===== config.mk =====
export PLATFORM = sky130hd
export DESIGN_NAME = pwm_motor_drive
export DESIGN_NICKNAME = d
export VERILOG_FILES = /design/src/rtl/motor_pkg.sv /design/src/rtl/motor_ch.sv /design/src/rtl/pwm_motor_drive.sv
export SDC_FILE = /design/constraint.sdc
export NUM_CORES = 1
export LEC_CHECK = 0
export BUFFER_PORTS_ARGS = -buffer_cell sky130_fd_sc_hd__buf_2
export CORE_MARGIN = 4
export CORE_UTILIZATION = 40
export CTS_CLUSTER_DIAMETER = 30
export CTS_CLUSTER_SIZE = 20
export DETAILED_ROUTE_END_ITERATION = 8
export PLACE_DENSITY = 0.54
export RECOVER_POWER = 25
export SLEW_MARGIN = 10
export SYNTH_ARGS = -nofsm -noshare
export SYNTH_HDL_FRONTEND = slang
export SYNTH_HIERARCHICAL = 1
export SYNTH_SLANG_ARGS = --single-unit

===== constraint.sdc =====
create_clock -name clk -period 10.5 [get_ports clk]
set_input_delay 1.05 -clock clk [delete_from_list [all_inputs] [get_ports clk]]
set_output_delay 1.05 -clock clk [all_outputs]
set_load 0.02 [all_outputs]

===== src/rtl/motor_pkg.sv =====
// Shared types and default parameters for the PWM motor drive.
package motor_pkg;

    // Per-channel drive state.
    typedef enum logic [1:0] {
        ST_ZERO = 2'd0,
        ST_FWD  = 2'd1,
        ST_REV  = 2'd2,
        ST_DEAD = 2'd3
    } ch_state_e;

    localparam int unsigned DEF_NUM_CH    = 2;
    localparam int unsigned DEF_CMD_W     = 11;
    localparam int unsigned DEF_RAMP_STEP = 16;
    localparam int unsigned DEF_RAMP_DIV  = 1024;
    localparam int unsigned DEF_DEAD_CYC  = 64;

endpackage


===== src/rtl/motor_ch.sv =====
// One motor channel: target capture, slew-limited speed ramp, direction FSM
// with dead time on reversal, and registered PWM/brake outputs.
//   clk, rst_n   clock, async active-low reset
//   cmd          signed speed command lane
//   cmd_vld      capture strobe for cmd
//   brake_mode   1 = brake (both high) at zero speed, 0 = coast (both low)
//   tick         shared ramp tick
//   pwm_cnt      shared free-running PWM counter
//   fwd, rev     registered bridge drives
//   at_target    registered: applied == target and not in dead time
module motor_ch
    import motor_pkg::*;
#(
    parameter int unsigned CMD_W     = DEF_CMD_W,
    parameter int unsigned RAMP_STEP = DEF_RAMP_STEP,
    parameter int unsigned DEAD_CYC  = DEF_DEAD_CYC
) (
    input  logic             clk,
    input  logic             rst_n,
    input  logic [CMD_W-1:0] cmd,
    input  logic             cmd_vld,
    input  logic             brake_mode,
    input  logic             tick,
    input  logic [CMD_W-2:0] pwm_cnt,
    output logic             fwd,
    output logic             rev,
    output logic             at_target
);

    localparam int unsigned MW  = CMD_W - 1;
    localparam int unsigned XW  = CMD_W + 1;
    localparam int unsigned DCW = (DEAD_CYC > 1) ? $clog2(DEAD_CYC) : 1;

    localparam logic [CMD_W-1:0] MOST_NEG = {1'b1, {MW{1'b0}}};
    localparam logic [CMD_W-1:0] NEG_FULL = MOST_NEG + CMD_W'(1);

    ch_state_e        state, state_n;
    logic [CMD_W-1:0] target, applied, applied_n;
    logic [DCW-1:0]   dead_cnt, dead_cnt_n;
    logic [CMD_W-1:0] cmd_sat_c;

    logic             app_pos, app_neg, tgt_pos, tgt_neg, opp_c;
    logic [XW-1:0]    goal_x, app_x, diff_x, mag_x;
    logic [CMD_W-1:0] step_c, ramp_val_c, app_mag_c;
    logic             pwm_c, fwd_c, rev_c, at_target_c;

    // Most-negative code has no positive counterpart; clamp it.
    assign cmd_sat_c = (cmd == MOST_NEG) ? NEG_FULL : cmd;

    // One ramp step toward the goal; goal is 0 while the target sign opposes applied.
    always_comb begin
        app_pos    = !applied[CMD_W-1] && (applied != '0);
        app_neg    = applied[CMD_W-1];
        tgt_pos    = !target[CMD_W-1] && (target != '0);
        tgt_neg    = target[CMD_W-1];
        opp_c      = (app_pos && tgt_neg) || (app_neg && tgt_pos);
        app_x      = {applied[CMD_W-1], applied};
        goal_x     = opp_c ? '0 : {target[CMD_W-1], target};
        diff_x     = goal_x - app_x;
        mag_x      = diff_x[XW-1] ? (XW'(0) - diff_x) : diff_x;
        step_c     = (mag_x > XW'(RAMP_STEP)) ? CMD_W'(RAMP_STEP) : mag_x[CMD_W-1:0];
        ramp_val_c = diff_x[XW-1] ? (applied - step_c) : (applied + step_c);
    end

    // State register.
    always_ff @(posedge clk or negedge rst_n) begin
        if (!rst_n) begin
            state    <= ST_ZERO;
            applied  <= '0;
            target   <= '0;
            dead_cnt <= '0;
        end else begin
            state    <= state_n;
            applied  <= applied_n;
            dead_cnt <= dead_cnt_n;
            if (cmd_vld) begin
                target <= cmd_sat_c;
            end
        end
    end

    // Next-state logic; dead time runs on clk cycles and ignores ticks.
    always_comb begin
        state_n    = state;
        applied_n  = applied;
        dead_cnt_n = dead_cnt;
        case (state)
            ST_DEAD: begin
                if (dead_cnt == '0) begin
                    state_n = ST_ZERO;
                end else begin
                    dead_cnt_n = dead_cnt - DCW'(1);
                end
            end
            default: begin
                if (tick) begin
                    applied_n = ramp_val_c;
                    if (ramp_val_c == '0) begin
                        state_n    = opp_c ? ST_DEAD : ST_ZERO;
                        dead_cnt_n = DCW'(DEAD_CYC - 1);
                    end else begin
                        state_n = ramp_val_c[CMD_W-1] ? ST_REV : ST_FWD;
                    end
                end
            end
        endcase
    end

    // Output decode; only one leg ever carries PWM.
    always_comb begin
        app_mag_c   = applied[CMD_W-1] ? (CMD_W'(0) - applied) : applied;
        pwm_c       = {1'b0, pwm_cnt} < app_mag_c;
        fwd_c       = brake_mode;
        rev_c       = brake_mode;
        at_target_c = (applied == target) && (state != ST_DEAD);
        case (state)
            ST_FWD: begin
                fwd_c = pwm_c;
                rev_c = 1'b0;
            end
            ST_REV: begin
                fwd_c = 1'b0;
                rev_c = pwm_c;
            end
            default: ;
        endcase
    end

    // Output register; reset forces the bridge off.
    always_ff @(posedge clk or negedge rst_n) begin
        if (!rst_n) begin
            fwd       <= 1'b0;
            rev       <= 1'b0;
            at_target <= 1'b1;
        end else begin
            fwd       <= fwd_c;
            rev       <= rev_c;
            at_target <= at_target_c;
        end
    end

endmodule


===== src/rtl/pwm_motor_drive.sv =====
// Multi-channel PWM motor drive: shared ramp prescaler and PWM counter,
// one motor_ch per channel.
//   clk, rst_n   clock, async active-low reset
//   cmd          NUM_CH packed signed speed commands (lane i at [i*CMD_W +: CMD_W])
//   cmd_vld      capture strobe for all lanes
//   brake_mode   zero-speed drive style
//   fwd, rev     per-channel registered bridge drives
//   at_target    per-channel registered settle flag
module pwm_motor_drive
    import motor_pkg::*;
#(
    parameter int unsigned NUM_CH    = DEF_NUM_CH,
    parameter int unsigned CMD_W     = DEF_CMD_W,
    parameter int unsigned RAMP_STEP = DEF_RAMP_STEP,
    parameter int unsigned RAMP_DIV  = DEF_RAMP_DIV,
    parameter int unsigned DEAD_CYC  = DEF_DEAD_CYC
) (
    input  logic                    clk,
    input  logic                    rst_n,
    input  logic [NUM_CH*CMD_W-1:0] cmd,
    input  logic                    cmd_vld,
    input  logic                    brake_mode,
    output logic [NUM_CH-1:0]       fwd,
    output logic [NUM_CH-1:0]       rev,
    output logic [NUM_CH-1:0]       at_target
);

    localparam int unsigned PSW = (RAMP_DIV > 1) ? $clog2(RAMP_DIV) : 1;
    localparam int unsigned MW  = CMD_W - 1;

    logic [PSW-1:0] presc;
    logic [MW-1:0]  pwm_cnt;
    logic           tick_c;

    assign tick_c = (presc == PSW'(RAMP_DIV - 1));

    // Ramp prescaler and PWM carrier counter.
    always_ff @(posedge clk or negedge rst_n) begin
        if (!rst_n) begin
            presc   <= '0;
            pwm_cnt <= '0;
        end else begin
            presc   <= tick_c ? '0 : presc + PSW'(1);
            pwm_cnt <= pwm_cnt + MW'(1);
        end
    end

    for (genvar i = 0; i < NUM_CH; i++) begin : g_ch
        motor_ch #(
            .CMD_W     (CMD_W),
            .RAMP_STEP (RAMP_STEP),
            .DEAD_CYC  (DEAD_CYC)
        ) u_ch (
            .clk        (clk),
            .rst_n      (rst_n),
            .cmd        (cmd[i*CMD_W +: CMD_W]),
            .cmd_vld    (cmd_vld),
            .brake_mode (brake_mode),
            .tick       (tick_c),
            .pwm_cnt    (pwm_cnt),
            .fwd        (fwd[i]),
            .rev        (rev[i]),
            .at_target  (at_target[i])
        );
    end

endmodule

==> results.yml <==
worst_setup_path:
  startpoint: "g_ch[0].u_ch/applied[3]$_DFFE_PN0P_"
  critPathMaxStageDelay_ns: 0.60
  reg2regPathDepth: 29
  path_class: "reg -> reg"
  crit_end: "g_ch[0].u_ch/dead_cnt[0]$_DFFE_PN0P_"
  crit_required_ns: 10.75
  endpoint_kind: "flip-flop"
  reg2reg_slack_ns: 0.98
  r2r-start: "g_ch[0].u_ch/applied[3]$_DFFE_PN0P_"
  crit_fanout: 11
  startpoint_type: "flip-flop"
  cp_slowest_cell: "a21oi_1"
  critPathArrivalTime_ns: 9.77
  r2r_end: "g_ch[0].u_ch/dead_cnt[0]$_DFFE_PN0P_"
clock_network:
  clock_path_buffers: 2
  cts_setup_buffers: 0
  htree_levels: 3
  cts_resized: 0
  root_buffer: "clkbuf_16"
  clock_latency_ns: 0.35
  clkSlewWorstSetupHoldPaths_ns: 0.07
  cts_tree: "done"
  cts_made_buffers: 9
  cts_hold_buffers: 0
  clock_sinks: 86
placed_design:
  dp_hpwl_mm: 17.5
  gp_congestion: 0.810
  dp_cells: 1260
  io_buffers: 31
drt:
  antenna_left: 0
  drt-wirelength-per-cell_um: 17.4
  drt_wl_total_mm: 22.3
  drtPass1Iterations: 5
  vias: 7283
  post-route-drc-count: 0
  first_iter_violations: 562
  vias_per_cell: 5.71
floorplanning:
  row_count: 53
  fp.dieW_um: 154
  initial_utilization: 0.406
  die_h_um: 154
  ioPinCount: 32
  die-area_mm2: 0.0237
  design.core.area_mm2: 0.0210
power:
  peakVddDrop_uv: 89.6
  intPower_w: 0.000684
  power_leakage_nw: 3.91
  clock_power_share: 0.343
  swShare: 0.344
  seq_power_share: 0.340
  power_w: 0.00104
  pwr-share-comb: 0.316
  power_density_mw_per_mm2: 113
  switching_power_w: 0.000359
global_routing:
  use_met3: 0.0250
  grt_pass1_vias: 7115
  track_usage: 0.191
  grt_antenna_before_repair: 0
  grt_pass1_wl_mm: 37.4
  grt_max_degree: 50
  grt-busiest-layer: "met2"
  grtUsageMet2: 0.295
  use_met1: 0.288
  grt-ovfl-total: 0
synth:
  synth.area.top_cells: "dfrtp_1 25%, ha_1 11%, xnor2_1 6.7%"
  synth_area_per_cell_um2: 8.69
  ys_seq_area_frac: 0.253
  yosys.area.top_type_share: 0.246
  synth_largest_area_cell: "dfrtp_1"
  synth_fp_nets: 1089
  synth-edff-count: 0
  ys_async_sr_fraction: 1.00
  synth_cell_types: 106
  yosys_warnings: 6
  postSynthCellCount: 981
  netlist_area_mm2: 0.00853
  ys.flop_type: "dfrtp_1"
  synth_seq_cells: 86
sta:
  maxSlewViolCount: 39
  hold_viol: 0
  setup_viol: 0
  grt_setup_unrepaired: "no"
  post-route-period-util: 0.907
  skew_ns: 0.00920
  worst_slew_pin_slew_ns: 2.17
  period_needed_ns: 9.52
  slew_headroom: -0.447
  fmax_mhz: 105
  finalSetupTns_ns: 0
run_status:
  failed_checks: "max-capacitance violations, max-slew violations"
  status: "finished with violations"
finish:
  drive_gt1_frac: 0.123
  diodes: 0
  fill_cells: 2101
  instances_no_fill: 1276
  area_delta_synth_final_pct: 8.26
  final_nets: 1104
min_path:
  hp-class: "reg -> reg"
run:
  maxCapViolations: 1
[synthesized netlist by cell type (9+ instances only)]
| library cell | count |
|---|---|
| dfrtp_1 | 84 |
| nand2_1 | 82 |
| ha_1 | 78 |
| xnor2_1 | 65 |
| inv_1 | 62 |
| o21ai_0 | 53 |
| nor2_1 | 50 |
| a21oi_1 | 40 |
| nand3_1 | 28 |
| xor2_1 | 25 |
| a21o_1 | 24 |
| mux2_2 | 24 |
| nor2b_1 | 20 |
| nor3_1 | 20 |
| and2_1 | 19 |
| nand4_1 | 19 |
| clkbuf_1 | 17 |
| nand2b_1 | 17 |
| nor4_1 | 17 |
| or3_1 | 15 |
| o21a_1 | 12 |
| a31oi_1 | 11 |
| and3_1 | 11 |
| o31ai_1 | 11 |
| or4_1 | 9 |
[critical path, delay by kind of cell, from the launching register on]
| family | cells | cell delay, ns |
|---|---|---|
| compound gates | 13 | 3.95 |
| xor+xnor | 1 | 0.56 |
| fa+ha+maj | 4 | 1.17 |
| flops | 1 | 0.49 |
| mux | 1 | 0.20 |
| simple gates | 10 | 3.02 |
[cell families (layout without fill, tap and decap cells)]
group / after synthesis / in the layout / share of synthesized area
xor gates and xnor gates: 93 / 93 / 0.0995
buffers and inverters: 92 / 112 / 0.0442
adders and majority gates: 82 / 82 / 0.124
muxes: 32 / 32 / 0.0421
and+or+nand+nor: 343 / 343 / 0.218
AOI/OAI and AO/OA: 253 / 253 / 0.220
DFF: 86 / 86 / 0.253
[cell usage in the layout (no fill, tap or decap), types with 5 or more instances in the layout]
| master | count |
|---|---|
| nor4_1 | 17 |
| nand4_1 | 19 |
| a21oi_1 | 40 |
| a211oi_1 | 7 |
| a31oi_1 | 11 |
| nor3_1 | 20 |
| inv_1 | 62 |
| or3_1 | 15 |
| xor2_1 | 25 |
| or4_1 | 9 |
| buf_2 | 30 |
| and2_1 | 19 |
| nor2b_1 | 20 |
| and3_1 | 11 |
| mux2i_1 | 6 |
| nand2_1 | 82 |
| o211ai_1 | 6 |
| or2_2 | 6 |
| xnor2_1 | 65 |
| a41oi_1 | 6 |
| o21a_1 | 12 |
| nand2b_1 | 17 |
| clkbuf_16 | 9 |
| nand3_1 | 28 |
| dfrtp_1 | 84 |
| a211o_1 | 5 |
| nor3b_1 | 6 |
| mux2_2 | 24 |
| o2111ai_1 | 8 |
| o21ai_0 | 53 |
| o31ai_1 | 11 |
| nor2_1 | 50 |
| a21o_1 | 24 |
| ha_1 | 78 |
[how the worst min path moves through the flow]
stage                                              start                                    to  slack [ns]  cells past startpoint
finish              g_ch[0].u_ch/dead_cnt[0]$_DFFE_PN0P_  g_ch[0].u_ch/dead_cnt[0]$_DFFE_PN0P_        0.50                      1
global route        g_ch[0].u_ch/dead_cnt[0]$_DFFE_PN0P_  g_ch[0].u_ch/dead_cnt[0]$_DFFE_PN0P_        0.53                      1
CTS                 g_ch[0].u_ch/dead_cnt[0]$_DFFE_PN0P_  g_ch[0].u_ch/dead_cnt[0]$_DFFE_PN0P_        0.50                      1
detailed placement  g_ch[0].u_ch/dead_cnt[0]$_DFFE_PN0P_  g_ch[0].u_ch/dead_cnt[0]$_DFFE_PN0P_        0.49                      1
global placement                      presc[8]$_DFF_PN0_                    presc[8]$_DFF_PN0_        0.49                      1
floorplan           g_ch[0].u_ch/dead_cnt[0]$_DFFE_PN0P_  g_ch[0].u_ch/dead_cnt[0]$_DFFE_PN0P_        0.46                      1
[power by group through the flow]
| stage | Combinational (W) | Clock, W | Sequential, W |
|---|---|---|---|
| 2_1_floorplan | 0.000257 | 0 | 0.000355 |
| 3_3_place_gp | 0.000329 | 0 | 0.000362 |
| 3_5_place_dp | 0.000327 | 0 | 0.000361 |
| 4_1_cts | 0.000329 | 0.000367 | 0.000355 |
| 5_1_grt | 0.000370 | 0.000379 | 0.000356 |
| 6_report | 0.000330 | 0.000358 | 0.000355 |
[flip-flops by register name (all words and copies together) (netlist names)]
register	cells
g_ch.u_ch/state	4
g_ch.u_ch/dead_cnt	12
g_ch.u_ch/target	22
g_ch.u_ch/at_target	2
g_ch.u_ch/applied	22
pwm_cnt	10
g_ch.u_ch/rev	2
presc	10
g_ch.u_ch/fwd	2
[stage by stage]
| stage | worst slack (ns) | hold WS [ns] | utilization | instance area [µm²] |
|---|---|---|---|---|
| 2_1_floorplan | 2.65 | 0.464 | - | 8530 |
| 3_3_place_gp | 1.11 | 0.486 | 0.424 | 8910 |
| 3_5_place_dp | 1.11 | 0.492 | 0.424 | 8910 |
| 4_1_cts | 1.05 | 0.502 | 0.439 | 9240 |
| 5_1_grt | 0.185 | 0.525 | 0.439 | 9230 |
| 6_report | 0.979 | 0.502 | 0.439 | 9230 |
[final cells by class]
class                           count  area [µm²]  area share
Clock buffer                       10         229      0.0248
Clock inverter                      6        95.1      0.0103
Inverter                           63         236      0.0256
Multi-Input combinational cell    803        6000       0.650
Sequential cell                    86        2150       0.233
Tap cell                          275         344      0.0373
Timing Repair Buffer               33         169      0.0183
[metal layers]
| metal | routed length [µm] | vias up | part of all wire |
|---|---|---|---|
| met3 | 812 | 12 | 0.036 |
| met5 | 0 | - | 0 |
| met4 | 170 | 0 | 0.0076 |
| met2 | 9820 | 128 | 0.44 |
| li1 | - | 3643 | - |
| met1 | 11500 | 3500 | 0.51 |
Note: power is estimated with default switching activity, not from simulation.
